File: src/rtl/bf16_add_arbiter.sv
// ---------------------------------------------------------------------------
// bf16_add_arbiter
//
// Round-robin scheduler that shares one combinational BF16 adder among NREQ
// requesters. One operation is in flight at a time: the winning requester's
// operands are registered onto the adder buses, and one cycle later the
// adder sum and flags are captured into a tagged response register. That
// register is held until the consumer accepts it.
//
// Handshake rule, used on both channels: a transfer happens on a rising clk
// edge where valid and ready are both high. A producer holds valid and data
// until that edge. req_ready is a pure function of state, rr_ptr and
// req_valid. rsp_valid is registered and never depends on rsp_ready.
//
// Ports
//   clk, rst        clock, synchronous active-high reset
//   req_valid/ready per-requester operand handshake (ready is one-hot or zero)
//   req_a/req_b     packed operands, requester i at [16i+15:16i]
//   add_a/add_b     registered operands to the shared adder
//   add_result      adder sum (combinational from add_a/add_b)
//   add_flags       {zero,underflow,overflow,qNaN,sNaN,pos_inf,neg_inf}
//   rsp_valid/ready response handshake
//   rsp_data/flags  captured sum and flags, rsp_id = owning requester
//   busy            high whenever the FSM is not IDLE
//   ops_done        16-bit wrapping count of accepted responses
//   dbg_state       raw FSM state (0 IDLE, 1 ISSUE, 2 RESP)
//
// Optional feature, macro BF16_ARB_STICKY_EN:
//   sticky_clr      clears all sticky bits (a coincident set wins)
//   sticky_exc      per-requester sticky bit, set when an accepted response
//                   carries underflow, overflow, qNaN or sNaN
// ---------------------------------------------------------------------------
module bf16_add_arbiter #(
  parameter int NREQ = 4,
  parameter int IDW  = 2
) (
  input  logic                 clk,
  input  logic                 rst,
`ifdef BF16_ARB_STICKY_EN
  input  logic                 sticky_clr,
  output logic [NREQ-1:0]      sticky_exc,
`endif
  input  logic [NREQ-1:0]      req_valid,
  output logic [NREQ-1:0]      req_ready,
  input  logic [16*NREQ-1:0]   req_a,
  input  logic [16*NREQ-1:0]   req_b,
  output logic [15:0]          add_a,
  output logic [15:0]          add_b,
  input  logic [15:0]          add_result,
  input  logic [6:0]           add_flags,
  output logic                 rsp_valid,
  input  logic                 rsp_ready,
  output logic [15:0]          rsp_data,
  output logic [6:0]           rsp_flags,
  output logic [IDW-1:0]       rsp_id,
  output logic                 busy,
  output logic [15:0]          ops_done,
  output logic [1:0]           dbg_state
);

  typedef enum logic [1:0] {
    S_IDLE  = 2'd0,
    S_ISSUE = 2'd1,
    S_RESP  = 2'd2
  } state_t;

  state_t         r_state;
  logic [IDW-1:0] r_rr_ptr;
  logic [IDW-1:0] r_tag;
  logic [15:0]    r_add_a;
  logic [15:0]    r_add_b;
  logic           r_rsp_valid;
  logic [15:0]    r_rsp_data;
  logic [6:0]     r_rsp_flags;
  logic [IDW-1:0] r_rsp_id;
  logic [15:0]    r_ops_done;

  logic           w_grant_vld;
  logic [IDW-1:0] w_grant;
  logic [IDW-1:0] w_idx;
  logic [IDW-1:0] w_next_ptr;
  logic           w_req_hs;
  logic           w_rsp_hs;
  int             v_idx;

  // Cyclic priority search starting at rr_ptr. The loop runs from the
  // farthest candidate back to rr_ptr so the closest valid one is kept last.
  always_comb begin
    w_grant_vld = 1'b0;
    w_grant     = '0;
    w_idx       = '0;
    v_idx       = 0;
    for (int k = NREQ - 1; k >= 0; k--) begin
      v_idx = int'(r_rr_ptr) + k;
      if (v_idx >= NREQ) v_idx = v_idx - NREQ;
      w_idx = IDW'(v_idx);
      if (req_valid[w_idx]) begin
        w_grant_vld = 1'b1;
        w_grant     = w_idx;
      end
    end
  end

  assign w_req_hs   = (r_state == S_IDLE) && w_grant_vld;
  assign w_rsp_hs   = (r_state == S_RESP) && rsp_ready;
  assign w_next_ptr = (w_grant == IDW'(NREQ - 1)) ? '0 : w_grant + 1'b1;
  assign req_ready  = w_req_hs ? (NREQ'(1) << w_grant) : '0;

  always_ff @(posedge clk) begin
    if (rst) begin
      r_state     <= S_IDLE;
      r_rr_ptr    <= '0;
      r_tag       <= '0;
      r_add_a     <= '0;
      r_add_b     <= '0;
      r_rsp_valid <= 1'b0;
      r_rsp_data  <= '0;
      r_rsp_flags <= '0;
      r_rsp_id    <= '0;
      r_ops_done  <= '0;
    end else begin
      case (r_state)
        S_IDLE: begin
          if (w_req_hs) begin
            r_add_a  <= req_a[16*w_grant +: 16];
            r_add_b  <= req_b[16*w_grant +: 16];
            r_tag    <= w_grant;
            r_rr_ptr <= w_next_ptr;
            r_state  <= S_ISSUE;
          end
        end
        // The adder has had a full cycle to settle on the registered
        // operands, so its output can be sampled directly here.
        S_ISSUE: begin
          r_rsp_data  <= add_result;
          r_rsp_flags <= add_flags;
          r_rsp_id    <= r_tag;
          r_rsp_valid <= 1'b1;
          r_state     <= S_RESP;
        end
        S_RESP: begin
          if (w_rsp_hs) begin
            r_rsp_valid <= 1'b0;
            r_ops_done  <= r_ops_done + 16'd1;
            r_state     <= S_IDLE;
          end
        end
        default: r_state <= S_IDLE;
      endcase
    end
  end

  assign add_a     = r_add_a;
  assign add_b     = r_add_b;
  assign rsp_valid = r_rsp_valid;
  assign rsp_data  = r_rsp_data;
  assign rsp_flags = r_rsp_flags;
  assign rsp_id    = r_rsp_id;
  assign ops_done  = r_ops_done;
  assign busy      = (r_state != S_IDLE);
  assign dbg_state = r_state;

`ifdef BF16_ARB_STICKY_EN
  logic [NREQ-1:0] r_sticky;
  logic [NREQ-1:0] w_sticky_nxt;
  logic            w_sticky_set;

  // Flag bits 5..2 are underflow, overflow, qNaN and sNaN.
  assign w_sticky_set = w_rsp_hs && (|r_rsp_flags[5:2]);

  // Clear is applied first so a coincident set on the same bit survives.
  always_comb begin
    w_sticky_nxt = sticky_clr ? '0 : r_sticky;
    if (w_sticky_set) w_sticky_nxt[r_rsp_id] = 1'b1;
  end

  always_ff @(posedge clk) begin
    if (rst) r_sticky <= '0;
    else     r_sticky <= w_sticky_nxt;
  end

  assign sticky_exc = r_sticky;
`endif

endmodule

File: config.mk
export PLATFORM = sky130hd
export DESIGN_NAME = bf16_add_arbiter
export DESIGN_NICKNAME = d
export VERILOG_FILES = /design/src/rtl/bf16_add_arbiter.sv
export SDC_FILE = /design/constraint.sdc
export NUM_CORES = 1
export LEC_CHECK = 0
export ABC_CLOCK_PERIOD_IN_PS = 5800
export BUFFER_PORTS_ARGS = -buffer_cell sky130_fd_sc_hd__buf_2
export CORE_MARGIN = 2
export CORE_UTILIZATION = 47
export DETAILED_ROUTE_END_ITERATION = 10
export PLACE_DENSITY = 0.85
export SYNTH_ARGS = -nofsm -noshare
export SYNTH_HDL_FRONTEND = slang
export SYNTH_SLANG_ARGS = --single-unit
File: constraint.sdc
create_clock -name clk -period 5.8 [get_ports clk]
set_clock_uncertainty 0.2 [all_clocks]
set_input_delay 0.29 -clock clk [delete_from_list [all_inputs] [get_ports clk]]
set_output_delay 0.29 -clock clk [all_outputs]
set_load 0.02 [all_outputs]
==> flow_metrics.env, run 1 <==
export IMPL_grt_pass1_vias=4497
export IMPL_fin_crit_ns=3.92
export IMPL_cp_top_family="simple AND/OR/NAND/NOR gates"
export IMPL_grt_pass1_wl_mm=21.1
export IMPL_core_mm2=0.00830
export IMPL_viasPerCell=5.35
export IMPL_drive_above_1_share_pct=36.3
export IMPL_ys_seq_area_share_pct=39.5
export IMPL_total_power_mw=1.64
export IMPL_ctsResizeCount=0
export IMPL_synth_seq_cells=80
export IMPL_wl_mm=12.8
export IMPL_syn_inst=491
export IMPL_grt_overflow_total=0
export IMPL_synth_ff_type="dfxtp_1"
export IMPL_remaining_drc_errors=0
export IMPL_setup_tns_ns=0
export IMPL_hold_path_class="in -> reg"
export IMPL_crit_slowest_cell="and2_2"
export IMPL_fill_cells=664
export IMPL_slew_headroom_pct=23.8
export IMPL_path_cells="and2b_1, o21bai_4, and2_2, ha_1, and2_1, buf_2"
export IMPL_setup_ws_ns=1.88
export IMPL_cts_setup_buffers=0
export IMPL_slew_violations=0
export IMPL_hpwlAfterDp_mm=9.09
export IMPL_yosys_warnings=0
export IMPL_syn_to_final_growth_pct=40.2
export IMPL_clock_root_buffer="clkbuf_8"
export IMPL_gp_congestion=0.882
export IMPL_ir_drop_mv=0.130
export IMPL_path_buf_inv=1
export IMPL_antenna_found_initial=2
export IMPL_drtAntennaViolNets=0
export IMPL_nets=887
export IMPL_post_route_period_util_pct=67.6
export IMPL_design_area_mm2=0.00569
export IMPL_setup_viol=0
export IMPL_drt_iter0_markers=135
export IMPL_io_pins=239
export IMPL_postCtsHoldBufs=23
export IMPL_grt_use_total_pct=27.0
export IMPL_syn_area_mm2=0.00406
export IMPL_port_buffers=238
export IMPL_drv_cap=0
export IMPL_chipHeight_um=96.9
export IMPL_synth_edf_count=0
export IMPL_status="finished, final reports clean"
export IMPL_clock_sinks=80
export IMPL_whs_ns=0.0414
export IMPL_ys_types=41
export IMPL_cts_max_level=3
export IMPL_fmax_mhz=255
export IMPL_fp_dieW_um=96.9
export IMPL_grt_max_degree=66
export IMPL_min_delay_start="req_a[23]"
export IMPL_cp_max_fo=65
export IMPL_worstMarginPinSlew_ns=1.14
export IMPL_clock_latency_ns=0.34
export IMPL_rsz0062_at_grt="false"
export IMPL_critPathMaxStageDelay_ns=1.06
export IMPL_place_area_mm2=0.00522
export IMPL_clk_pin_slew_ns=0.09
export IMPL_synth_nets=651
export IMPL_wl_per_cell_um=15.2
export IMPL_p_per_area_mw_per_mm2=289
export IMPL_synthArstFlopShare_pct=0
export IMPL_cts_tree="done"
export IMPL_r2r_start="r_rr_ptr[0]"
export IMPL_numCtsBuffers=9
export IMPL_cp_start_kind="register"
export IMPL_first_pass_iters=4
export IMPL_cp_arrival_ns=3.43
export IMPL_die_area_mm2=0.00939
export IMPL_avgSynthCellArea_um2=8.26
export IMPL_final_common_cell="buf_2"
export IMPL_critical_path_class="reg -> out"
export IMPL_required_ns=5.31
export IMPL_end_kind="output pin"
export IMPL_fp_row_count=33
export IMPL_leakage_nw=2.72
export IMPL_finalHoldViolations=0
export IMPL_layout_common_cells="238 x buf_2, 95 x nand2_1, 80 x dfxtp_1, 35 x and3_1, 34 x mux2i_1"
export IMPL_dp_slack_ns=2.11
export IMPL_cts_buffer_depth=2
export IMPL_startpoint="r_rr_ptr[0]"
export IMPL_via_count=4490
export IMPL_start_util_pct=48.9
cell usage after synthesis, types with 3 or more instances:
master	n	area, um^2
a21boi_0	32	240
mux2i_1	34	340
inv_1	3	11.3
a21oi_1	30	150
nor2_1	20	75.1
nand3_1	4	20.0
xnor2_1	9	78.8
dfxtp_1	80	1600
buf_2	9	45.0
nand2_1	95	357
o21ai_1	25	125
o211ai_1	32	240
clkbuf_1	21	78.8
buf_6	6	67.6
nor3_1	9	45.0
o21ai_0	9	45.0
xor2_1	5	43.8
and3_1	35	219
nor2b_1	3	18.8
area by class of cell:
type | count | area, um^2 | share of cell area, %
Clock buffer | 9 | 124 | 2.18
Clock inverter | 7 | 106 | 1.87
Sequential cell | 80 | 1600 | 28.2
Antenna cell | 2 | 5.00 | 0.0880
Tap cell | 105 | 131 | 2.31
Inverter | 3 | 11.3 | 0.198
Timing Repair Buffer | 265 | 1450 | 25.5
Multi-Input combinational cell | 368 | 2260 | 39.7
per-layer routing:
layer  part of all wire [%]  wire [um]  vias up  global-route usage, %
met3                    7.5        953       30                   5.56
met4                    2.5        322        0                   13.5
met1                     39       4950     2047                   31.0
met2                     51       6540      223                   47.2
li1                       -          -     2190                      -
met5                      0          0        -                      0
worst register-to-register path: stages, from the launching register on:
cell and delay, ns:
dfxtp_1 0.37, and2b_1 0.23, o21bai_4 0.83, and2_2 1.06
ha_1 0.31, or3_1 0.11, a21oi_1 0.06
cells by family (layout without fill, tap and decap cells):
group,after synthesis,after routing,synth area share (%)
AOI/OAI and AO/OA,134,134,21.4
xor gates and xnor gates,14,14,3.02
and+or+nand+nor,184,184,21.6
buffers and inverters,43,284,5.49
muxes,34,34,8.39
DFF,80,80,39.5
other,0,2,0
adders and majority gates,2,2,0.617
where the power goes:
part | internal (mW) | switching, mW
logic | 0.207 | 0.307
registers | 0.616 | 0.0381
clock network | 0.251 | 0.224
per-stage QoR:
stage               instances  util (%)
floorplan                 491         -
global placement          798      62.9
detailed placement        798      62.9
CTS                       837      68.5
global route              839      68.5
finish                    839      68.5
registers in the layout (all words and copies together), names as in the netlist:
| name | cells |
|---|---|
| rsp_flags | 7 |
| r_tag | 2 |
| rsp_id | 2 |
| add_a | 16 |
| add_b | 16 |
| r_rr_ptr | 2 |
| rsp_data | 16 |
| rsp_valid | 1 |
| dbg_state | 2 |
| ops_done | 16 |
final timing paths:
check	slack, ns	endpoint	cells past startpoint
max reg2reg	2.47	r_rr_ptr[0]	6
min	0.04	add_a[7]	3
min reg2reg	0.25	rsp_id[1]	2
max	1.88	req_ready[3]	6
(Power assumes the default switching activity.)
==> run 2: changes to the inputs <==
Settings changed: ABC_AREA set to 1, ABC_CLOCK_PERIOD_IN_PS 5800 to 3300, CORE_UTILIZATION 47 to 42, PLACE_DENSITY 0.85 to 0.77.
Clock period 5.8 ns to 3.3 ns, I/O delays scaled along.
==> flow_metrics.env, run 2 <==
export IMPL_port_buffers=238
export IMPL_fp_dieW_um=112
export IMPL_grt_use_total_pct=22.7
export IMPL_ir_drop_mv=0.526
export IMPL_core_mm2=0.0115
export IMPL_synthArstFlopShare_pct=0
export IMPL_cts_max_level=3
export IMPL_p_per_area_mw_per_mm2=860
export IMPL_slew_violations=0
export IMPL_end_kind="output pin"
export IMPL_first_pass_iters=5
export IMPL_grt_pass1_wl_mm=23.7
export IMPL_diodes=0
export IMPL_grt_pass1_vias=5127
export IMPL_r2r_slack_ns=0.72
export IMPL_clock_latency_ns=0.33
export IMPL_final_common_cell="buf_2"
export IMPL_layout_common_cells="238 x buf_2, 184 x inv_1, 171 x nand3_1, 136 x nor2_1, 132 x nand2_1"
export IMPL_io_pins=239
export IMPL_synth_edf_count=0
export IMPL_synth_seq_cells=80
export IMPL_remaining_drc_errors=0
export IMPL_synthTopCellsByArea="dfxtp_1 32%, nand3_1 17%, inv_1 14%, nor2_1 10%, nand2_1 10%"
export IMPL_drtAntennaViolNets=0
export IMPL_setup_tns_ns=0
export IMPL_fmax_mhz=348
export IMPL_synth_common_cells="184 x inv_1, 171 x nand3_1, 136 x nor2_1"
export IMPL_rsz0062_at_grt="false"
export IMPL_numCtsBuffers=9
export IMPL_finalHoldViolations=0
export IMPL_viasPerCell=4.71
export IMPL_leakage_nw=4.02
export IMPL_synth_ff_type="dfxtp_1"
export IMPL_setup_viol=0
export IMPL_synth_top_area_share_pct=32.4
export IMPL_hold_path_class="in -> reg"
export IMPL_wl_met3_mm=1.21
export IMPL_wl_per_cell_um=12.1
export IMPL_syn_to_final_growth_pct=33.8
export IMPL_slew_headroom_pct=35.7
export IMPL_wl_met2_mm=6.98
export IMPL_setup_ws_ns=0.427
export IMPL_fill_cells=1167
export IMPL_multi_input_area_mm2=0.00234
export IMPL_whs_ns=0.0144
export IMPL_status="finished, final reports clean"
export IMPL_start_util_pct=43.1
export IMPL_drv_cap=0
export IMPL_antenna_found_initial=0
export IMPL_fin_crit_ns=2.87
export IMPL_highest_layer="met4"
export IMPL_chipHeight_um=112
export IMPL_yosys_area_top_type="dfxtp_1"
export IMPL_drt_met1_wl_mm=6.37
export IMPL_syn_inst=832
export IMPL_gp_congestion=0.830
export IMPL_fp_row_count=39
export IMPL_post_route_period_util_pct=87.1
export IMPL_clock_sinks=80
export IMPL_nets=1227
export IMPL_critical_path_class="reg -> out"
export IMPL_drive_above_1_share_pct=26.0
export IMPL_syn_area_mm2=0.00494
export IMPL_via_count=5720
export IMPL_ys_types=29
export IMPL_clk_pin_slew_ns=0.06
export IMPL_worstMarginPinSlew_ns=0.963
export IMPL_register_area_mm2=0.00160
export IMPL_clock_root_buffer="clkbuf_16"
export IMPL_cp_max_fo=19
export IMPL_required_ns=2.93
export IMPL_drt_iter0_markers=356
export IMPL_synth_nets=992
export IMPL_cts_tree="done"
export IMPL_cts_setup_buffers=0
export IMPL_hpwlAfterDp_mm=10.1
export IMPL_avgSynthCellArea_um2=5.94
export IMPL_grt_max_degree=65
export IMPL_yosys_warnings=0
export IMPL_wl_mm=14.7
export IMPL_cp_arrival_ns=2.51
export IMPL_die_area_mm2=0.0127
export IMPL_dp_slack_ns=0.722
export IMPL_grt_overflow_total=0
export IMPL_cts_buffer_depth=2
export IMPL_synth_most_common_cell="inv_1"
export IMPL_ys_seq_area_share_pct=32.4
export IMPL_cp_start_kind="register"
==> run 2: changes by cell type after synthesis, sizes merged, moves of 31 or more <==
cell    change
mux2i      -34
a21boi     -32
and3       -35
nand2      +43
nor2      +115
inv       +184
nand3     +171
o211ai     -31
==> run 2: repair_timing <==
action                    4_1_cts  5_1_grt
hold endpoints to repair       25        0
gates resized for setup         0        0
hold buffers                   24        0
==> run 2: cell type report <==
cell class / instances / area share, %
sequential: 80 / 24.2
clock buffer: 10 / 3.46
inverter: 188 / 10.7
multi-input combinational: 517 / 35.4
timing repair buffer: 271 / 22.8
clock inverter: 6 / 0.681
tap: 143 / 2.70
==> run 2: worst max-delay path: stages, from the launching register on <==
cell and delay, ns:
dfxtp_1 0.53, inv_1 0.14, nand2_1 0.11, nand3_1 0.11, nand2_2 0.12, nand3_2 0.08
nand2_1 0.08, nand2_2 0.06, nand2_2 0.34, inv_2 0.10, nor3_1 0.26, buf_2 0.23
==> run 2: final timing paths <==
path,startpoint,end,cells past startpoint
setup / recovery,r_rr_ptr[0],req_ready[1],11
setup reg to reg,r_rr_ptr[0],add_b[11],14
hold reg to reg,ops_done[15],ops_done[15],2
hold / removal,req_b[55],add_b[7],7
==> run 2: routing by layer <==
layer	GRT usage (%)	vias to the layer above
li1	-	2992
met1	26.8	2478
met2	41.2	243
met3	6.48	7
met4	4.31	0
met5	0	-
==> run 2: logic make-up after synthesis <==
logic type               Yosys count  synth area share (%)
AND/OR/NAND/NOR                  461                  40.6
flip-flops                        80                  32.4
adder cells (fa/ha/maj)            2                 0.506
AO/OA/AOI/OAI                     50                  5.65
buffers and inverters            235                  20.2
XOR/XNOR                           4                 0.709
==> run 2: metrics by stage <==
stage | power, mW | instances | utilization, % | cell area, um^2
floorplan | 4.02 | 832 | - | 4940
global placement | 4.75 | 1175 | 53.2 | 6100
detailed placement | 4.78 | 1175 | 53.2 | 6100
CTS | 5.76 | 1215 | 57.7 | 6620
global route | 6.21 | 1215 | 57.7 | 6620
finish | 5.69 | 1215 | 57.7 | 6620
==> run 2: power breakdown <==
group	total (mW)	internal [mW]	switching (mW)
logic	3.31	1.10	2.20
clock network	0.927	0.512	0.414
registers	1.46	1.28	0.175
